### src/rtl/mnist_pkg.sv
// Shared types and constants for the MNIST classifier decision stage.
// Imported by the score collector, the requantizer and the argmax block.
package mnist_pkg;

  localparam int unsigned NUM_CLASSES = 10;
  localparam int unsigned SCORE_W     = 8;
  localparam int unsigned DIGIT_W     = 4;

  typedef logic [SCORE_W-1:0] score_t;

  typedef enum logic [0:0] {
    COLLECT,
    DRAIN
  } collect_state_e;

endpackage

### src/rtl/score_requant.sv
// Combinational requantizer: arithmetic right shift of a signed accumulator,
// then clamp into the unsigned 8-bit score range.
module score_requant
  import mnist_pkg::*;
#(
  parameter int unsigned IN_W  = 24,
  parameter int unsigned SHIFT = 8
) (
  input  logic signed [IN_W-1:0] acc,
  output score_t                 score
);

  logic signed [IN_W-1:0] shifted;

  always_comb begin
    shifted = acc >>> SHIFT;
    if (shifted[IN_W-1]) begin
      score = '0;
    end else if (|shifted[IN_W-2:SCORE_W]) begin
      score = '1;
    end else begin
      score = shifted[SCORE_W-1:0];
    end
  end

endmodule

### src/rtl/score_collector.sv
// Collects one requantized score per beat into a class vector, commits it to
// the argmax block, and captures the returned digit after the argmax latency.
module score_collector
  import mnist_pkg::*;
#(
  parameter int unsigned IN_W       = 24,
  parameter int unsigned SHIFT      = 8,
  parameter int unsigned ARGMAX_LAT = 4
) (
  input  logic                   clk,
  input  logic                   rst,
  input  logic                   in_valid,
  output logic                   in_ready,
  input  logic signed [IN_W-1:0] in_data,
  input  logic                   in_last,
  output score_t                 score [0:NUM_CLASSES-1],
  output logic                   score_valid,
  input  logic [DIGIT_W-1:0]     digit,
  output logic [DIGIT_W-1:0]     result_digit,
  output logic                   result_valid,
  output logic                   frame_err
);

  localparam int unsigned IdxW = $clog2(NUM_CLASSES);
  localparam int unsigned CntW = $clog2(ARGMAX_LAT + 1);
  localparam logic [IdxW-1:0] LastIdx = IdxW'(NUM_CLASSES - 1);
  localparam logic [CntW-1:0] CntMax  = CntW'(ARGMAX_LAT);

  collect_state_e    state_q, state_d;
  logic [IdxW-1:0]   idx_q, idx_d;
  logic [CntW-1:0]   cnt_q, cnt_d;
  score_t            buf_q   [0:NUM_CLASSES-1];
  score_t            score_q [0:NUM_CLASSES-1];
  score_t            score_d [0:NUM_CLASSES-1];
  score_t            beat_score;
  logic              commit, err, capture;
  logic              score_valid_q, result_valid_q, frame_err_q;
  logic [DIGIT_W-1:0] result_q;

  score_requant #(
    .IN_W  (IN_W),
    .SHIFT (SHIFT)
  ) u_requant (
    .acc   (in_data),
    .score (beat_score)
  );

  always_comb begin
    state_d = state_q;
    idx_d   = idx_q;
    cnt_d   = cnt_q;
    commit  = 1'b0;
    err     = 1'b0;
    capture = 1'b0;
    case (state_q)
      COLLECT: begin
        if (in_valid) begin
          if (idx_q == LastIdx) begin
            idx_d = '0;
            if (in_last) begin
              commit  = 1'b1;
              cnt_d   = '0;
              state_d = DRAIN;
            end else begin
              err = 1'b1;
            end
          end else if (in_last) begin
            idx_d = '0;
            err   = 1'b1;
          end else begin
            idx_d = idx_q + 1'b1;
          end
        end
      end
      DRAIN: begin
        // digit reflects the committed scores once the counter reaches the latency
        if (cnt_q == CntMax) begin
          capture = 1'b1;
          state_d = COLLECT;
        end else begin
          cnt_d = cnt_q + 1'b1;
        end
      end
      default: state_d = COLLECT;
    endcase
  end

  // The final beat bypasses the buffer straight into the committed vector.
  always_comb begin
    for (int i = 0; i < NUM_CLASSES; i++) begin
      score_d[i] = commit ? buf_q[i] : score_q[i];
    end
    if (commit) begin
      score_d[LastIdx] = beat_score;
    end
  end

  always_ff @(posedge clk or posedge rst) begin
    if (rst) begin
      state_q        <= COLLECT;
      idx_q          <= '0;
      cnt_q          <= '0;
      score_valid_q  <= 1'b0;
      result_valid_q <= 1'b0;
      frame_err_q    <= 1'b0;
      result_q       <= '0;
      for (int i = 0; i < NUM_CLASSES; i++) begin
        buf_q[i]   <= '0;
        score_q[i] <= '0;
      end
    end else begin
      state_q        <= state_d;
      idx_q          <= idx_d;
      cnt_q          <= cnt_d;
      score_valid_q  <= commit;
      result_valid_q <= capture;
      frame_err_q    <= err;
      if (capture) begin
        result_q <= digit;
      end
      if (state_q == COLLECT && in_valid) begin
        buf_q[idx_q] <= beat_score;
      end
      for (int i = 0; i < NUM_CLASSES; i++) begin
        score_q[i] <= score_d[i];
      end
    end
  end

  assign in_ready     = (state_q == COLLECT);
  assign score        = score_q;
  assign score_valid  = score_valid_q;
  assign result_digit = result_q;
  assign result_valid = result_valid_q;
  assign frame_err    = frame_err_q;

endmodule

### config.mk
export PLATFORM = sky130hd
export DESIGN_NAME = score_collector
export DESIGN_NICKNAME = d
export VERILOG_FILES = /design/src/rtl/mnist_pkg.sv /design/src/rtl/score_requant.sv /design/src/rtl/score_collector.sv
export SDC_FILE = /design/constraint.sdc
export NUM_CORES = 1
export LEC_CHECK = 0
export BUFFER_PORTS_ARGS = -buffer_cell sky130_fd_sc_hd__clkbuf_2
export CAP_MARGIN = 10
export CORE_MARGIN = 4
export CORE_UTILIZATION = 59
export CTS_CLUSTER_SIZE = 30
export DETAILED_ROUTE_END_ITERATION = 10
export GPL_ROUTABILITY_DRIVEN = 1
export GPL_TIMING_DRIVEN = 0
export PLACE_DENSITY_LB_ADDON = 0.2
export SYNTH_ARGS = -nofsm -noshare
export SYNTH_HDL_FRONTEND = slang
export SYNTH_SLANG_ARGS = --single-unit
### constraint.sdc
create_clock -name clk -period 11 [get_ports clk]
set_input_delay 0.55 -clock clk [delete_from_list [all_inputs] [get_ports clk]]
set_output_delay 0.55 -clock clk [all_outputs]
set_load 0.005 [all_outputs]
# --- Yosys cells after proc, flatten, opt, wreduce, memory -nomap -nowiden ---
# Cells that the tools add are included.
# Widths: inputs -> output; s select.
totals:
  regBits: 175
  inputBits: 32
  elab_cells: 68
op_classes:
  n_addsub: 2
  magnitude_cmp: 2
  eq_ne: 6
  muxes: 24
  n_bitwise: 2
  reduce_logical: 5
ops:
  columns: ["operator", "count"]
  rows:
  - ["$bwmux 80", 1]
  - ["$demux 8 s4", 1]
  - ["$mux 8", 3]
  - ["$mux 3", 4]
  - ["$mux 1", 11]
  - ["$mux 4", 2]
  - ["$reduce_or 8->1", 1]
  - ["$pmux 3 s2", 1]
  - ["$ge 5x5->1 const B", 1]
  - ["$lt 5x1->1 const B", 1]
  - ["$not 4->5", 1]
  - ["$add 4x1->4 const B", 1]
  - ["$eq 4x4->1 const B", 1]
  - ["$ne 2x1->1 const B", 2]
  - ["$ne 2x2->1 const B", 2]
  - ["$reduce_and 4->1", 1]
  - ["$add 3x1->3 const B", 1]
  - ["$eq 3x3->1 const B", 1]
  - ["$logic_and 1x1->1", 2]
  - ["$pmux 1 s2", 1]
  - ["$reduce_and 2->1", 1]
  - ["$not 1->1", 1]

# --- Logic depth before layout (Yosys ltp) ---
logic_depth:
  ltp_word: 6
  mapped_depth: 7
  ltp_nobuf: 6

# --- Cells and area by module ---
# Synthesis repeated with hierarchy kept, for this count alone.
unflattened:
  hier_cells: 428
  hier_area_um2: 6657.6
modules_own_cells:
  columns: ["module", "instances", "cells_each", "area_each_um2", "seq_area_each_um2"]
  rows:
  - ["score_collector", 1, 408, 6543.8, 4179.0]
  - ["score_requant", 1, 20, 113.9, 0.0]

# --- Least setup slack after synthesis ---
# OpenSTA, ideal clock, no wires.
synth_timing:
  path_type: "flip-flop to flip-flop"
  startpoint: "register idx_q[1]"
  endpoint: "register score_q, in the netlist score[15]"
  setup_ns: 0.125
  arrival_ns: 1.770
  slack_ns: 9.105
  path_stages_with_launch: 8
  n_path_buf: 1
  period_less_slack_ns: 1.895
  cell_sequence: "dfrtp_1 > inv_1 > ha_1 > nand3b_1 > or2_2 > inv_2 > buf_2 > mux2_2"
synth_via:
  elab_chain_len: 4
synth_lines:
  columns: ["item", "line_no", "source"]
  rows:
  - ["start: declaration", "score_collector.sv:30", "logic [IdxW-1:0] idx_q, idx_d;"]
  - ["start signal: assignment", "score_collector.sv:113", "idx_q <= idx_d;"]
  - ["$eq 4x4->1", "score_collector.sv:58", "if (idx_q == LastIdx) begin"]
  - ["$mux 1", "score_collector.sv:58", null]
  - ["$mux 1", "score_collector.sv:57", "if (in_valid) begin"]
  - ["$mux 1", "score_collector.sv:55", "case (state_q)"]
  - ["end signal: indexed assignment", "score_collector.sv:125", "score_q[i] <= score_d[i];"]
  - ["end: declaration", "score_collector.sv:33", "score_t score_q [0:NUM_CLASSES-1];"]
# Every way passes these cells.
# A chain may end at the register's enable or synchronous reset.

# --- Final worst setup path ---
layout_timing:
  startpoint: "register idx_q[1]"
  endpoint: "register score_q, in the netlist score[55]"
# Same word-level chain as after synthesis.

==> summary.txt <==
Setup path
  – Crit path cell chain: inv_1 > ha_1 > nand3b_1 > or2_2 > inv_2 > buf_2 > mux2_2
  – Critical path endpoint category: flop
  – Setup CP Type: reg -> reg
  – CP Max Fanout: 10
  – CP Data Required Time: about 11 ns
  – Worst R2R Path Depth: 7
  – Worst Path Arrival: roughly 2.7 ns
  – Slowest stage delay, CP: 0.41 ns
  – Critical Path Source Type: flop
  – Crit path max-delay cell type: dfrtp_1

Clock tree
  – H-tree depth: 4
  – Clock buffers created by TritonCTS: 17
  – Worst skew pair latency: roughly 0.53 ns
  – CTS tree: built
  – Clock Path Buffers: 2
  – Hold buffers post-CTS: 0
  – Clock Pin Slew Worst Setup and Hold Paths: approximately 0.060 ns
  – Root buffer cell: clkbuf_8
  – Post-CTS Resized: 0
  – CTS sink cnt: around 170
  – # Post-CTS Setup Buffers: 0

Routing
  – DR DRC count: 0
  – Avg WL per Cell: approximately 20 um
  – Iter 0 DRT Violations: between 200 and 300
  – Total number of vias: between 4000 and 5000
  – ANT nets after route: 0
  – WL final: roughly 14000 um
  – Vias per inst: approximately 5.9
  – TritonRoute pass-1 iters: 6

Floorplan
  – IO Count: between 100 and 150
  – Total Die Area: 12700 sq um
  – # rows: 37
  – Die Wd: 113 um
  – Die height: between 100 and 150 um
  – Core area: roughly 11000 sq um
  – Initial Utilization: 0.614

Placed design
  – DP Area: ~7200 sq um
  – Placer congestion estimate: between 0.8 and 0.9
  – Inst Count DP: about 680
  – DP HPWL: around 9500 um
  – IO buf count: about 110
  – Pre-CTS setup slack: ~8.7 ns

Timing
  – Setup TNS Final: 0 ns
  – Max Fclk: about 440 MHz
  – Crit path time final: around 2.3 ns
  – Final setup viols: 0
  – Final Cycle Share: 0.209
  – Max-slew headroom: 0.393
  – Setup ws final: 8.70 ns
  – Fin. max-slew vios: 0
  – Hold_ws: 0.119 ns
  – Unrepaired setup endpoints after global routing: false
  – Fin. Hold Viols: 0
  – Post-Route Skew: a little under 0.01 ns
  – Slew at the pin with the worst max-slew slack: approximately 0.9 ns

Logic synthesis
  – Post-synthesis xor/xnor area fraction: 0.00136
  – Mapped Area: about 6500 sq um
  – Post-synthesis compound-gate area fraction: 0.118
  – Multiplexer area fraction after synthesis: 0.134
  – Main combinational cell family by area after synthesis: multiplexers
  – Syn_nets: about 470
  – Ys async rst share: 1.00
  – Post-synth EDFFs: 0
  – Sequential share of the synthesized area: 0.648
  – Adder-cell area share of the yosys netlist: 0.0116
  – Ys flop type: dfrtp_1
  – Post-synthesis cell type count: roughly 40
  – Cells after synthesis: about 430
  – Simple-gate area share of the yosys netlist: 0.0634
  – Yosys synthesis warning count: 0
  – Synth Register Bits: 167
  – Post-synthesis average cell area: around 15 sq um

Final layout
  – Share of cells above drive strength 1: 0.433
  – Utilization after layout: 0.738
  – Final std cell area, no fill: approximately 7800 sq um
  – Diode count: 0
  – Layout area overhead: 20.2%
  – Commonest non-fill, non-tap cell in the layout: dfrtp_1
  – Layout Cells excl Fill: 711
  – Most frequent cells in the layout: dfrtp_1 (167), clkbuf_2 (110), a22o_1 (80)
  – Final nets: 600

Run status
  – Outcome: complete, no violations

Power and ir drop
  – Max VDD drop: between 0.0001 and 0.00015 V
  – Pwr dens: 186 nW/um^2
  – Leakage: between 4 and 5 nW
  – Total Power: approximately 1.4 mW

Global route
  – Grt total ovfl: 0
  – Largest net degree at the start of global routing: 90
  – Tot GR Track Use: 0.236
  – Initial antenna violation count: 0
  – First-pass GRT wire length: approximately 23000 um
  – Number of global-route vias before repair: between 4000 and 5000

Flow run
  – Max_cap viols: 0

Min path
  – Worst hold path class: in -> async
==> registers in the layout, indices dropped and copies added (netlist names) <==
register and flops:
buf_q 72, cnt_q 3, frame_err 1, idx_q 4, result_digit 4, result_valid 1, score 80, score_valid 1
state_q 1
==> kinds of logic (layout without fill, tap and decap cells) <==
| kind of cell | after synthesis | in the layout |
|---|---|---|
| buffers and inverters | 30 | 171 |
| AOI/OAI and AO/OA | 90 | 90 |
| and+or+nand+nor | 63 | 63 |
| adders and majority gates | 6 | 6 |
| DFF | 167 | 167 |
| muxes | 77 | 77 |
| xor gates and xnor gates | 1 | 1 |
==> cell usage after synthesis (2+ instances only) <==
| cell | number | area share |
|---|---|---|
| nor4_1 | 8 | 0.0078 |
| nand2_1 | 12 | 0.0070 |
| o21ai_0 | 5 | 0.0039 |
| nand2_2 | 8 | 0.0078 |
| dfrtp_1 | 167 | 0.65 |
| clkbuf_2 | 2 | 0.0016 |
| nand2b_1 | 2 | 0.0019 |
| ha_1 | 6 | 0.012 |
| clkbuf_1 | 4 | 0.0023 |
| buf_4 | 5 | 0.0058 |
| a22o_1 | 80 | 0.11 |
| and3_1 | 4 | 0.0039 |
| nor2b_1 | 4 | 0.0039 |
| buf_2 | 8 | 0.0062 |
| inv_1 | 9 | 0.0052 |
| nor2_1 | 5 | 0.0029 |
| nand3b_1 | 4 | 0.0047 |
| and2_1 | 2 | 0.0019 |
| nand3_1 | 2 | 0.0016 |
| mux2_2 | 76 | 0.13 |
==> path summary, 6_finish.rpt <==
kind,startpoint,endpoint,slack (ns)
worst max-delay path,idx_q[1],score[55],8.70
worst min-delay path,rst,buf_q[66],0.12
worst max register to register,idx_q[1],score[55],8.70
worst min register to register,buf_q[32],buf_q[32],0.50
max in group asynchronous,rst,buf_q[32],10.03
min in group clk,digit[2],result_digit[2],0.26
==> critical path: cells and delay by family (launching register included) <==
kind / cells / cell delay (ns)
buffers and inverters: 3 / 0.66
and+or+nand+nor: 2 / 0.46
DFF: 1 / 0.41
muxes: 1 / 0.38
adders and majority gates: 1 / 0.27
==> area by class of cell <==
type | count | area, sq um
Clock buffer | 19 | 442
Inverter | 10 | 42.5
Buffer | 20 | 114
Timing Repair Buffer | 109 | 568
Sequential cell | 167 | 4180
Fill cell | 661 | 2750
Multi-Input combinational cell | 237 | 2120
Tap cell | 136 | 170
Clock inverter | 13 | 121
==> layer usage <==
metal	global-route usage	vias up	routed length, um	part of all wire
li1	-	1865	-	-
met1	0.325	2164	6090	0.43
met2	0.376	126	7100	0.50
met3	0.0474	17	755	0.053
met4	0.0841	0	217	0.015
met5	0	-	0	0
==> power breakdown <==
group / switching (mW) / internal (mW)
combinational: 0.0535 / 0.0739
clock: 0.244 / 0.315
sequential: 0.0533 / 0.700
total: 0.351 / 1.09
Power figures use the tool's default switching activity.
